**src/rtl/arb_types.sv**
```systemverilog
// Shared types for the memory arbiter: burst geometry defaults, FSM states,
// requester identity and the line-alignment helper.
package arb_types;

    localparam int BEATS_DEF  = 4;
    localparam int BEAT_W_DEF = 64;

    typedef enum logic [2:0] {
        IDLE    = 3'd0,
        I_READ  = 3'd1,
        D_READ  = 3'd2,
        D_WRITE = 3'd3,
        DONE    = 3'd4
    } arb_state_e;

    typedef enum logic {
        SIDE_I = 1'b0,
        SIDE_D = 1'b1
    } arb_side_e;

    // Clear the byte-offset-within-line bits of an address.
    function automatic logic [31:0] line_align(input logic [31:0] addr, input int line_bytes);
        return addr & ~(32'(line_bytes) - 32'd1);
    endfunction

endpackage

```
**src/rtl/line_buffer.sv**
```systemverilog
// Beat counter plus full-line assembly register for burst transfers.
// The counter is usable on its own (write bursts) by leaving store low.
module line_buffer
    import arb_types::*;
#(
    parameter int BEATS  = BEATS_DEF,
    parameter int BEAT_W = BEAT_W_DEF
) (
    input  logic                       clk,
    input  logic                       rst,
    input  logic                       clr,
    input  logic                       adv,
    input  logic                       store,
    input  logic [BEAT_W-1:0]          beat_in,
    output logic [$clog2(BEATS)-1:0]   cnt,
    output logic                       last,
    output logic [BEATS*BEAT_W-1:0]    line
);

    localparam int CNT_W  = $clog2(BEATS);
    localparam int LINE_W = BEATS * BEAT_W;

    logic [CNT_W-1:0]  cnt_q, cnt_d;
    logic [LINE_W-1:0] line_q, line_d;

    // Drop the incoming beat into its slot and step the beat index.
    always_comb begin
        cnt_d  = cnt_q;
        line_d = line_q;
        if (store) begin
            line_d[BEAT_W*cnt_q +: BEAT_W] = beat_in;
        end
        if (clr) begin
            cnt_d = '0;
        end else if (adv) begin
            cnt_d = cnt_q + CNT_W'(1);
        end
    end

    // Counter and line register; reset also discards any partial line.
    always_ff @(posedge clk or negedge rst) begin
        if (!rst) begin
            cnt_q  <= '0;
            line_q <= '0;
        end else begin
            cnt_q  <= cnt_d;
            line_q <= line_d;
        end
    end

    assign cnt  = cnt_q;
    assign last = (cnt_q == CNT_W'(BEATS - 1));
    assign line = line_q;

endmodule

```
**src/rtl/mem_arbiter.sv**
```systemverilog
// Two-requester (I-side, D-side) arbiter onto a single burst memory port.
//
// state   | meaning
// --------+----------------------------------------------------------
// IDLE    | sample requests, pick a side, latch aligned address
// I_READ  | burst read on behalf of the I-side
// D_READ  | burst read on behalf of the D-side
// D_WRITE | burst write of d_wdata, one beat per pmem_resp
// DONE    | one-cycle resp pulse to the granted side, flip priority
module mem_arbiter
    import arb_types::*;
#(
    parameter int BEATS  = BEATS_DEF,
    parameter int BEAT_W = BEAT_W_DEF
) (
    input  logic                    clk,
    input  logic                    rst,
    input  logic                    i_read,
    input  logic [31:0]             i_address,
    output logic [BEATS*BEAT_W-1:0] i_rdata,
    output logic                    i_resp,
    input  logic                    d_read,
    input  logic                    d_write,
    input  logic [31:0]             d_address,
    input  logic [BEATS*BEAT_W-1:0] d_wdata,
    output logic [BEATS*BEAT_W-1:0] d_rdata,
    output logic                    d_resp,
    output logic                    pmem_read,
    output logic                    pmem_write,
    output logic [31:0]             pmem_address,
    output logic [BEAT_W-1:0]       pmem_wdata,
    input  logic                    pmem_resp,
    input  logic [BEAT_W-1:0]       pmem_rdata
);

    localparam int CNT_W      = $clog2(BEATS);
    localparam int LINE_W     = BEATS * BEAT_W;
    localparam int LINE_BYTES = LINE_W / 8;

    arb_state_e  state_q, state_d;
    arb_side_e   gnt_q, gnt_d;
    arb_side_e   last_q, last_d;    // side served most recently; the other wins a tie
    arb_side_e   pick;
    logic [31:0] addr_q, addr_d;

    logic              d_pend;
    logic              in_burst;
    logic              in_read;
    logic              clr, adv, store;
    logic [CNT_W-1:0]  cnt;
    logic              last_beat;
    logic [LINE_W-1:0] line;

    assign d_pend   = d_read | d_write;
    assign in_read  = (state_q == I_READ) || (state_q == D_READ);
    assign in_burst = in_read || (state_q == D_WRITE);
    assign adv      = pmem_resp && in_burst;
    assign store    = pmem_resp && in_read;

    line_buffer #(
        .BEATS  (BEATS),
        .BEAT_W (BEAT_W)
    ) u_line_buffer (
        .clk     (clk),
        .rst     (rst),
        .clr     (clr),
        .adv     (adv),
        .store   (store),
        .beat_in (pmem_rdata),
        .cnt     (cnt),
        .last    (last_beat),
        .line    (line)
    );

    // Arbitration and burst sequencing.
    always_comb begin
        state_d = state_q;
        gnt_d   = gnt_q;
        last_d  = last_q;
        addr_d  = addr_q;
        clr     = 1'b0;
        pick    = SIDE_I;
        unique case (state_q)
            IDLE: begin
                if (i_read && d_pend) begin
                    pick = (last_q == SIDE_D) ? SIDE_I : SIDE_D;
                end else if (d_pend) begin
                    pick = SIDE_D;
                end
                if (i_read || d_pend) begin
                    clr   = 1'b1;
                    gnt_d = pick;
                    if (pick == SIDE_D) begin
                        addr_d  = line_align(d_address, LINE_BYTES);
                        // read+write together is treated as a write
                        state_d = d_write ? D_WRITE : D_READ;
                    end else begin
                        addr_d  = line_align(i_address, LINE_BYTES);
                        state_d = I_READ;
                    end
                end
            end
            I_READ, D_READ, D_WRITE: begin
                if (pmem_resp && last_beat) begin
                    state_d = DONE;
                end
            end
            DONE: begin
                last_d  = gnt_q;
                state_d = IDLE;
            end
            default: state_d = IDLE;
        endcase
    end

    // FSM, grant, priority and address registers. Priority resets as if
    // the I-side was served last, so the D-side wins the first tie.
    always_ff @(posedge clk or negedge rst) begin
        if (!rst) begin
            state_q <= IDLE;
            gnt_q   <= SIDE_I;
            last_q  <= SIDE_I;
            addr_q  <= '0;
        end else begin
            state_q <= state_d;
            gnt_q   <= gnt_d;
            last_q  <= last_d;
            addr_q  <= addr_d;
        end
    end

    // Current write beat, zero outside write bursts.
    always_comb begin
        pmem_wdata = '0;
        if (state_q == D_WRITE) begin
            pmem_wdata = d_wdata[BEAT_W*cnt +: BEAT_W];
        end
    end

    assign pmem_read    = in_read;
    assign pmem_write   = (state_q == D_WRITE);
    assign pmem_address = addr_q;
    assign i_resp       = (state_q == DONE) && (gnt_q == SIDE_I);
    assign d_resp       = (state_q == DONE) && (gnt_q == SIDE_D);
    assign i_rdata      = line;
    assign d_rdata      = line;

endmodule
```
**config.mk**
```make
export PLATFORM = sky130hd
export DESIGN_NAME = mem_arbiter
export DESIGN_NICKNAME = d
export VERILOG_FILES = /design/src/rtl/arb_types.sv /design/src/rtl/line_buffer.sv /design/src/rtl/mem_arbiter.sv
export SDC_FILE = /design/constraint.sdc
export NUM_CORES = 1
export LEC_CHECK = 0
export CORE_AREA = 2 2 394 396
export DETAILED_ROUTE_END_ITERATION = 8
export DIE_AREA = 0 0 396 398
export DONT_BUFFER_PORTS = 1
export PLACE_DENSITY_LB_ADDON = 0.2
export SLEW_MARGIN = 20
export SYNTH_ARGS = -nofsm -noshare
export SYNTH_HDL_FRONTEND = slang
export SYNTH_HIERARCHICAL = 1
export SYNTH_SLANG_ARGS = --single-unit
```
**constraint.sdc**
```tcl
create_clock -name clk -period 2.2 [get_ports clk]
set_input_delay 0.33 -clock clk [delete_from_list [all_inputs] [get_ports clk]]
set_output_delay 0.33 -clock clk [all_outputs]
set_load 0.1 [all_outputs]
```
# Yosys cells after proc, flatten, opt, wreduce, memory -nomap -nowiden
# Index checks and enable logic that the tools add are counted.
# Widths: inputs -> output; s select.
# word_totals
ff_bits	295
# classes
eq_ne	7
shift	3
mux	16
n_addsub	2
bitwise_logic	2
n_reduce_logical	14
# ops
op	count
$bwmux 256	1
$shift 64x34->256 const A	1
$shiftx 256x9->64	1
$shiftx 64x34->256	1
$mux 64	1
$neg 8->34	1
$mux 32	1
$mux 1	7
$eq 3x2->1 const B	2
$logic_and 1x1->1	6
$mux 2	3
$mux 3	2
$pmux 3 s2	1
$ne 2x2->1 const B	2
$reduce_and 2->1	2
$eq 3x1->1 const B	1
$eq 3x3->1 const B	1
$logic_not 3->1	1
$logic_or 1x1->1	3
$reduce_or 3->1	1
$add 2x1->2 const B	1
$eq 2x2->1 const B	1
$reduce_bool 2->1	1
$not 1->1	1
$or 1x1->1	1

# Logic depth before layout (Yosys ltp)
# Gate-level depths: netlist of run 1.
# logic_depth
ltp_word	7
depth_mapped	8
ltp_nobuf	5

# Cells and area by module
# The synthesis of run 1 kept the hierarchy.
# modules_own_cells
mod	n_inst	cells_each	area_per_inst_um2	seq_area_each_um2
line_buffer	1	832	10835.4	6456.2
mem_arbiter	1	528	5592.9	800.8

# Least setup slack after synthesis of run 1
# OpenSTA, ideal clock, no wires.
# synth_timing
kind	register -> register
startpoint	register state_q[0]
endpoint	register u_line_buffer.line_q[131], in the netlist u_line_buffer/line[131]
required_ns	2.105
stages_incl_launch_ff	8
t_arrival_ns	3.054
n_path_buf	2
setup_slack_ns	-0.949
synth_period_minus_slack_ns	3.149
cell_sequence	dfrtp_1 xnor2_1 nor2_1 and2_1 or3b_1 buf_2 buf_6 o32ai_2
# synth_between
elab_chain_cells	3
word_cells_on_any_way	4
# synth_rtl
element	line_no	source
from (decl)	mem_arbiter.sv:40	arb_state_e state_q, state_d;
from (signal assigned)	mem_arbiter.sv:125	state_q <= state_d;
$eq 3x1->1 / $eq 3x2->1 (equally long branches)	mem_arbiter.sv:55	assign in_read = (state_q == I_READ) || (state_q == D_READ);
$logic_or 1x1->1 (*)	mem_arbiter.sv:55	
named net pmem_read	mem_arbiter.sv:28	output logic pmem_read,
$logic_and 1x1->1 (*)	mem_arbiter.sv:58	assign store = pmem_resp && in_read;
named net store	mem_arbiter.sv:49	logic clr, adv, store;
to (signal assigned)	line_buffer.sv:47	line_q <= line_d;
to (decl)	line_buffer.sv:24	logic [LINE_W-1:0] line_q, line_d;
# The timed path passes the listed nets; every way through them passes the cells marked *.
# A chain may end at the register's enable or synchronous reset.

# Worst setup path in the final report of run 1
# layout_timing
startpoint	register u_line_buffer.cnt_q[0], in the netlist u_line_buffer/cnt[0]
endpoint	output port pmem_wdata[22]
# layout_between
elab_chain_cells	2
# layout_rtl
element	line_no	source
from (decl)	line_buffer.sv:23	logic [CNT_W-1:0] cnt_q, cnt_d;
from (signal assigned)	line_buffer.sv:46	cnt_q <= cnt_d;
$shiftx 256x9->64	mem_arbiter.sv:136	pmem_wdata = d_wdata[BEAT_W*cnt +: BEAT_W];
$mux 64	mem_arbiter.sv:135	if (state_q == D_WRITE) begin
to (decl)	mem_arbiter.sv:31	output logic [BEAT_W-1:0] pmem_wdata,
# No other way between the ends.

==> flow_metrics.env, run 1 <==
export IMPL_outcome="finished with violations"
export IMPL_failed_checks="hold timing, setup timing"
export IMPL_utilization_pct=18.2
export IMPL_cts_buffers=44
export IMPL_cp_data_required_time_ns=1.87
export IMPL_endpoint_kind="output port"
export IMPL_antenna_found_initial=30
export IMPL_fin_ws_ns=-0.512
export IMPL_seqCellArea_mm2=0.00758
export IMPL_pin_count=1002
export IMPL_critPathSlowestCell="dfrtp_4"
export IMPL_dp_hpwl_um=76000
export IMPL_hold_viol_final=290
export IMPL_period_minus_slack_ns=2.71
export IMPL_die_area_mm2=0.158
export IMPL_rsz0062_at_grt="true"
export IMPL_num_vias=13164
export IMPL_clk_insertion_delay_late_ns=0.62
export IMPL_syn_avg_cell_area_um2=12.1
export IMPL_synth_most_common_cell="dfrtp_1"
export IMPL_viasPerCell=3.52
export IMPL_synth_top_area_share_pct=44.2
export IMPL_portBuffers=0
export IMPL_ys_ff_latch=290
export IMPL_route_detailed_drc=0
export IMPL_avgRoutedWirePerCell_um=27.9
export IMPL_grt_overflow_total=0
export IMPL_timing_hold_ws_ns=-0.568
export IMPL_dp_cells=3462
export IMPL_drtIter0Drc=744
export IMPL_ctsHtreeMaxLevel=2
export IMPL_ys_seq_area_share_pct=44.2
export IMPL_final_nets=2036
export IMPL_fp_row_count=144
export IMPL_drtAntennaViolNets=0
export IMPL_layout_drive_gt1_share_pct=67.6
export IMPL_grtUsageTotal_pct=12.3
export IMPL_tightest_slew_ns=0.990
export IMPL_path_class="reg -> out"
export IMPL_synth_area_mm2=0.0164
export IMPL_max_freq_mhz=369
export IMPL_synth_cell_types=42
export IMPL_path_max_fanout=7
export IMPL_ys_warn_count=6
export IMPL_rrSetupSlack_ns=-0.03
export IMPL_hold_path_class="in -> async"
export IMPL_synthCells=1360
export IMPL_cap_viol_max_count=0
export IMPL_multi_input_area_mm2=0.00723
export IMPL_grt_pass1_vias=13690
export IMPL_nFillCells=16590
export IMPL_grt_max_degree=291
export IMPL_grt_pass1_wl_um=133000
export IMPL_finClkSkew_ns=0.0334
export IMPL_max_slew_margin_rel_pct=34.0
export IMPL_cts_tree="done"
export IMPL_synth_edf_count=0
export IMPL_yosysTopAreaCell="dfrtp_1"
export IMPL_pre_cts_ws_ns=-0.0625
export IMPL_drt_first_pass_iters=5
export IMPL_worstPathCellList="buf_16 > buf_12 > buf_16 > mux4_2 > nor2b_4 > buf_12"
export IMPL_path_clk_slew_ns=0.06
export IMPL_startpoint_type="register"
export IMPL_ys_flop_type="dfrtp_1"
export IMPL_numClockSinks=290
export IMPL_ctsLongestPathBuffers=3
export IMPL_initial_core_util_pct=10.7
export IMPL_setup_viol=74
export IMPL_slew_viol_final=0
export IMPL_cp_arrival_ns=2.38
export IMPL_syn_to_final_growth_pct=70.3
export IMPL_synth_common_cells="dfrtp_1, buf_4, a32o_1"
export IMPL_period_share_pct=123
export IMPL_fp_dieH_um=398
export IMPL_drt_wl_total_um=104000
export IMPL_core_area_mm2=0.153
export IMPL_die_w_um=396
export IMPL_gp_congestion=0.979
export IMPL_critPathMaxStageDelay_ns=0.50
export IMPL_synth_area_leaders="dfrtp_1, buf_4, mux4_2"
export IMPL_fin_cells=3740
export IMPL_ys_async_sr_fraction_pct=100
export IMPL_cts_root_buf="clkbuf_16"
## sequential cells by signal, summed over array words and instances (netlist names)
register            cells
u_line_buffer/line    256
gnt_q                   1
pmem_address           27
last_q                  1
u_line_buffer/cnt       2
state_q                 3
## worst max-delay path, delay by kind of cell (launching register included)
| family | cells | cell delay (ns) |
|---|---|---|
| flops | 1 | 0.50 |
| buf+inv | 4 | 0.66 |
| mux | 1 | 0.32 |
| simple gates | 1 | 0.28 |
## cell families (layout without fill, tap and decap cells)
kind of cell	count (synthesis)	after routing	share of synthesized area, %
other cells	1	26	0.0228
compound gates	265	265	17.7
buf+inv	454	765	17.8
flops	290	290	44.2
xor+xnor	2	2	0.107
mux	120	120	12.8
fa+ha+maj	6	6	0.457
simple gates	222	222	6.96
## per-stage QoR
step / setup TNS (ns) / instance area [um2] / hold WS [ns]
after floorplan: -36.12 / 16700 / 0.0344
after global placement: -0.118 / 23300 / 0.0485
after detailed placement: -0.279 / 23300 / 0.0493
after CTS: -30.23 / 27100 / -0.649
after global routing: -37.75 / 27900 / -0.638
final: -25.56 / 28000 / -0.568
## repair_timing
action,4_1_cts,5_1_grt
endpoints found under the hold margin,576,292
endpoints found under the setup margin,72,258
hold buffers,123,1
setup buffers,25,17
cloned,12,11
pin swaps,4,42
resized for setup,83,86
## layout by cell type, fill, tap and decap left out, types with 32 or more instances in the layout
cell           synthesis  routed
nand2_1               68      64
o32ai_2               60      63
dlygate4sd3_1          0     124
mux4_2                64      64
buf_12                 1     239
dfrtp_2                0     256
nand3_1               66      66
a32o_1               122     122
nor2b_4                0      63
buf_4                269     199
o2bb2ai_1             67      39
clkbuf_16              0      53
inv_1                 68      65
dfrtp_1              290      32
mux2_2                46      46
## layer usage
layer	GRT usage (%)	vias to the layer above	wire, um
li1	-	5354	-
met1	14.7	6916	41000
met2	19.6	731	49600
met3	5.11	145	10300
met4	4.19	18	3290
met5	0	-	127
## final timing paths
kind / startpoint / endpoint / cells past startpoint
worst max-delay path: u_line_buffer/cnt[0] / pmem_wdata[22] / 6
worst min-delay path: rst / u_line_buffer/line[178] / 0
worst max register to register: u_line_buffer/cnt[0] / u_line_buffer/line[44] / 8
worst min register to register: u_line_buffer/line[6] / u_line_buffer/line[6] / 1
max in group asynchronous: rst / u_line_buffer/line[149] / 0
min in group clk: i_address[27] / pmem_address[27] / 2
## final cells by class
type / instances / share of cell area [%]
Antenna cell: 21 / 0.188
Clock buffer: 59 / 4.57
Clock inverter: 22 / 1.28
Inverter: 69 / 0.975
Multi-Input combinational cell: 620 / 25.9
Sequential cell: 290 / 27.1
Tap cell: 2044 / 9.14
Timing Repair Buffer: 615 / 30.9
Power of run 1 is not shown: default switching activity piles up to over one toggle a cycle in this logic, so the estimate is an artifact.
==> run 2: changes to the inputs <==
--- a/config.mk
+++ b/config.mk
@@ -10,6 +10,7 @@
 export DIE_AREA = 0 0 396 398
 export DONT_BUFFER_PORTS = 1
 export PLACE_DENSITY_LB_ADDON = 0.2
+export SKIP_LAST_GASP = 1
 export SLEW_MARGIN = 20
 export SYNTH_ARGS = -nofsm -noshare
 export SYNTH_HDL_FRONTEND = slang
==> run 2 against run 1 <==
  * Final cell count up 0.56%
  * Clock skew fell by 0.0030 ns
  * The run still ends with hold timing, setup timing left
  * Cell area is 1.2% higher
  * Global-route usage hardly changed
  * Sequential cell count unchanged
  * Worst hold slack better by 0.0013 ns
==> flow_metrics.env, run 2 (same netlist as run 1, synthesis figures left out) <==
export IMPL_syn_to_final_growth_pct=72.3
export IMPL_ctsHtreeMaxLevel=2
export IMPL_avgRoutedWirePerCell_um=28.1
export IMPL_cp_buffers_inverters=4
export IMPL_die_w_um=396
export IMPL_cts_root_buf="clkbuf_16"
export IMPL_rsz0062_at_grt="true"
export IMPL_final_nets=2051
export IMPL_cts_buffers=44
export IMPL_dp_hpwl_um=76000
export IMPL_pre_cts_ws_ns=-0.0625
export IMPL_period_minus_slack_ns=2.70
export IMPL_grt_overflow_total=0
export IMPL_path_class="reg -> out"
export IMPL_die_area_mm2=0.158
export IMPL_worstPathCellList="buf_16 > buf_12 > buf_16 > mux4_2 > nor2b_4 > buf_12"
export IMPL_setup_viol=80
export IMPL_cp_arrival_ns=2.37
export IMPL_layout_drive_gt1_share_pct=67.3
export IMPL_portBuffers=0
export IMPL_rr_worst_depth=9
export IMPL_period_share_pct=123
export IMPL_layout_common_cells="dfrtp_2, buf_12, buf_4"
export IMPL_grt_pass1_vias=13692
export IMPL_core_area_mm2=0.153
export IMPL_tightest_slew_ns=0.993
export IMPL_gp_congestion=0.979
export IMPL_utilization_pct=18.5
export IMPL_ctsLongestPathBuffers=3
export IMPL_grtUsageTotal_pct=12.3
export IMPL_drtIter0Drc=761
export IMPL_cp_data_required_time_ns=1.87
export IMPL_startpoint_type="register"
export IMPL_grt_util_met3_pct=5.18
export IMPL_timing_hold_ws_ns=-0.566
export IMPL_critPathTopFamily="buffers and inverters"
export IMPL_grt_busiest_layer="met2"
export IMPL_slew_viol_final=0
export IMPL_path_clk_slew_ns=0.06
export IMPL_numClockSinks=290
export IMPL_antenna_found_initial=31
export IMPL_layout_commonest_cell="dfrtp_2"
export IMPL_largest_reg_flops=256
export IMPL_fp_row_count=144
export IMPL_hold_path_class="in -> async"
export IMPL_critPathSlowestCell="dfrtp_4"
export IMPL_finClkSkew_ns=0.0304
export IMPL_viasPerCell=3.52
export IMPL_rrSetupSlack_ns=-0.03
export IMPL_failed_checks="hold timing, setup timing"
export IMPL_initial_core_util_pct=10.7
export IMPL_hold_viol_final=290
export IMPL_endpoint_kind="output port"
export IMPL_max_slew_margin_rel_pct=33.8
export IMPL_r2r_start="state_q[1]"
export IMPL_path_max_fanout=7
export IMPL_fin_ws_ns=-0.505
export IMPL_drtAntennaViolNets=0
export IMPL_fp_dieH_um=398
export IMPL_grt_use_met2_pct=19.6
export IMPL_drt_first_pass_iters=5
export IMPL_grt_max_degree=291
export IMPL_num_vias=13233
export IMPL_drt_wl_total_um=106000
export IMPL_use_met1_pct=14.7
export IMPL_max_freq_mhz=370
export IMPL_grt_pass1_wl_um=133000
export IMPL_outcome="finished with violations"
export IMPL_rr_endpoint="u_line_buffer/line[163]"
export IMPL_route_detailed_drc=0
export IMPL_clk_insertion_delay_late_ns=0.62
export IMPL_cap_viol_max_count=0
export IMPL_pin_count=1002
export IMPL_cts_tree="done"
export IMPL_critPathMaxStageDelay_ns=0.50
run 2: changes by cell type in the layout (fill, tap and decap cells not counted), moves of 2 or more:
cell,previous run,this run
o2bb2ai_4,11,5
buf_4,199,203
clkbuf_16,53,56
buf_12,239,245
buf_8,8,10
o32ai_2,63,45
o2bb2ai_1,39,48
nor2b_4,63,58
o2bb2ai_2,17,14
diode_2,21,27
nor2b_2,2,7
o32ai_4,0,18
run 2: repair_timing:
item,in CTS,in global routing
endpoints found under the setup margin,72,302
cloned,12,17
gates resized for setup,60,112
hold endpoints to repair,576,292
hold buffers,123,1
setup buffers,25,24
pin swaps,2,33
run 2: how the worst max path moves through the flow:
stage                                  end                 start  cells after the start  slack [ns]
global placement    u_line_buffer/line[93]  u_line_buffer/cnt[0]                      8       -0.03
CTS                         pmem_wdata[63]  u_line_buffer/cnt[0]                      6       -0.55
finish                      pmem_wdata[22]  u_line_buffer/cnt[0]                      6       -0.50
global route                pmem_wdata[21]  u_line_buffer/cnt[0]                      6       -0.60
detailed placement          pmem_wdata[60]  u_line_buffer/cnt[0]                      5       -0.06
floorplan                   pmem_wdata[13]  u_line_buffer/cnt[0]                      4       -0.60
run 2: cell type report:
type	count	area, um2
Antenna cell	27	67.6
Timing Repair Buffer	630	8910
Fill cell	16559	125000
Clock buffer	59	1280
Inverter	69	273
Sequential cell	290	7580
Tap cell	2044	2560
Multi-Input combinational cell	620	7270
Clock inverter	22	358
run 2: through the flow:
step           cells  TNS (ns)  area, um2  hold WS, ns
6_report        3761    -25.43      28300       -0.566
5_1_grt         3744    -41.73      28300       -0.638
4_1_cts         3698    -36.81      27000       -0.649
3_5_place_dp    3462    -0.279      23300       0.0493
3_3_place_gp    3462    -0.118      23300       0.0485
2_1_floorplan   1364    -36.12      16700       0.0344
run 2: routing by layer:
metal	vias to the layer above	wire length, um
li1	5403	-
met1	6921	41500
met2	743	50300
met3	146	10500
met4	20	3320
met5	-	138
run 2: worst register-to-register path, cell delays in order, from the launching register on:
cell       delay (ns)
dfrtp_1          0.40
buf_6            0.14
xnor2_4          0.14
nor2_4           0.11
and2_4           0.22
buf_6            0.12
or3b_4           0.41
buf_12           0.17
clkbuf_16        0.22
o32ai_4          0.22
Power of run 2 is left out for the same reason.
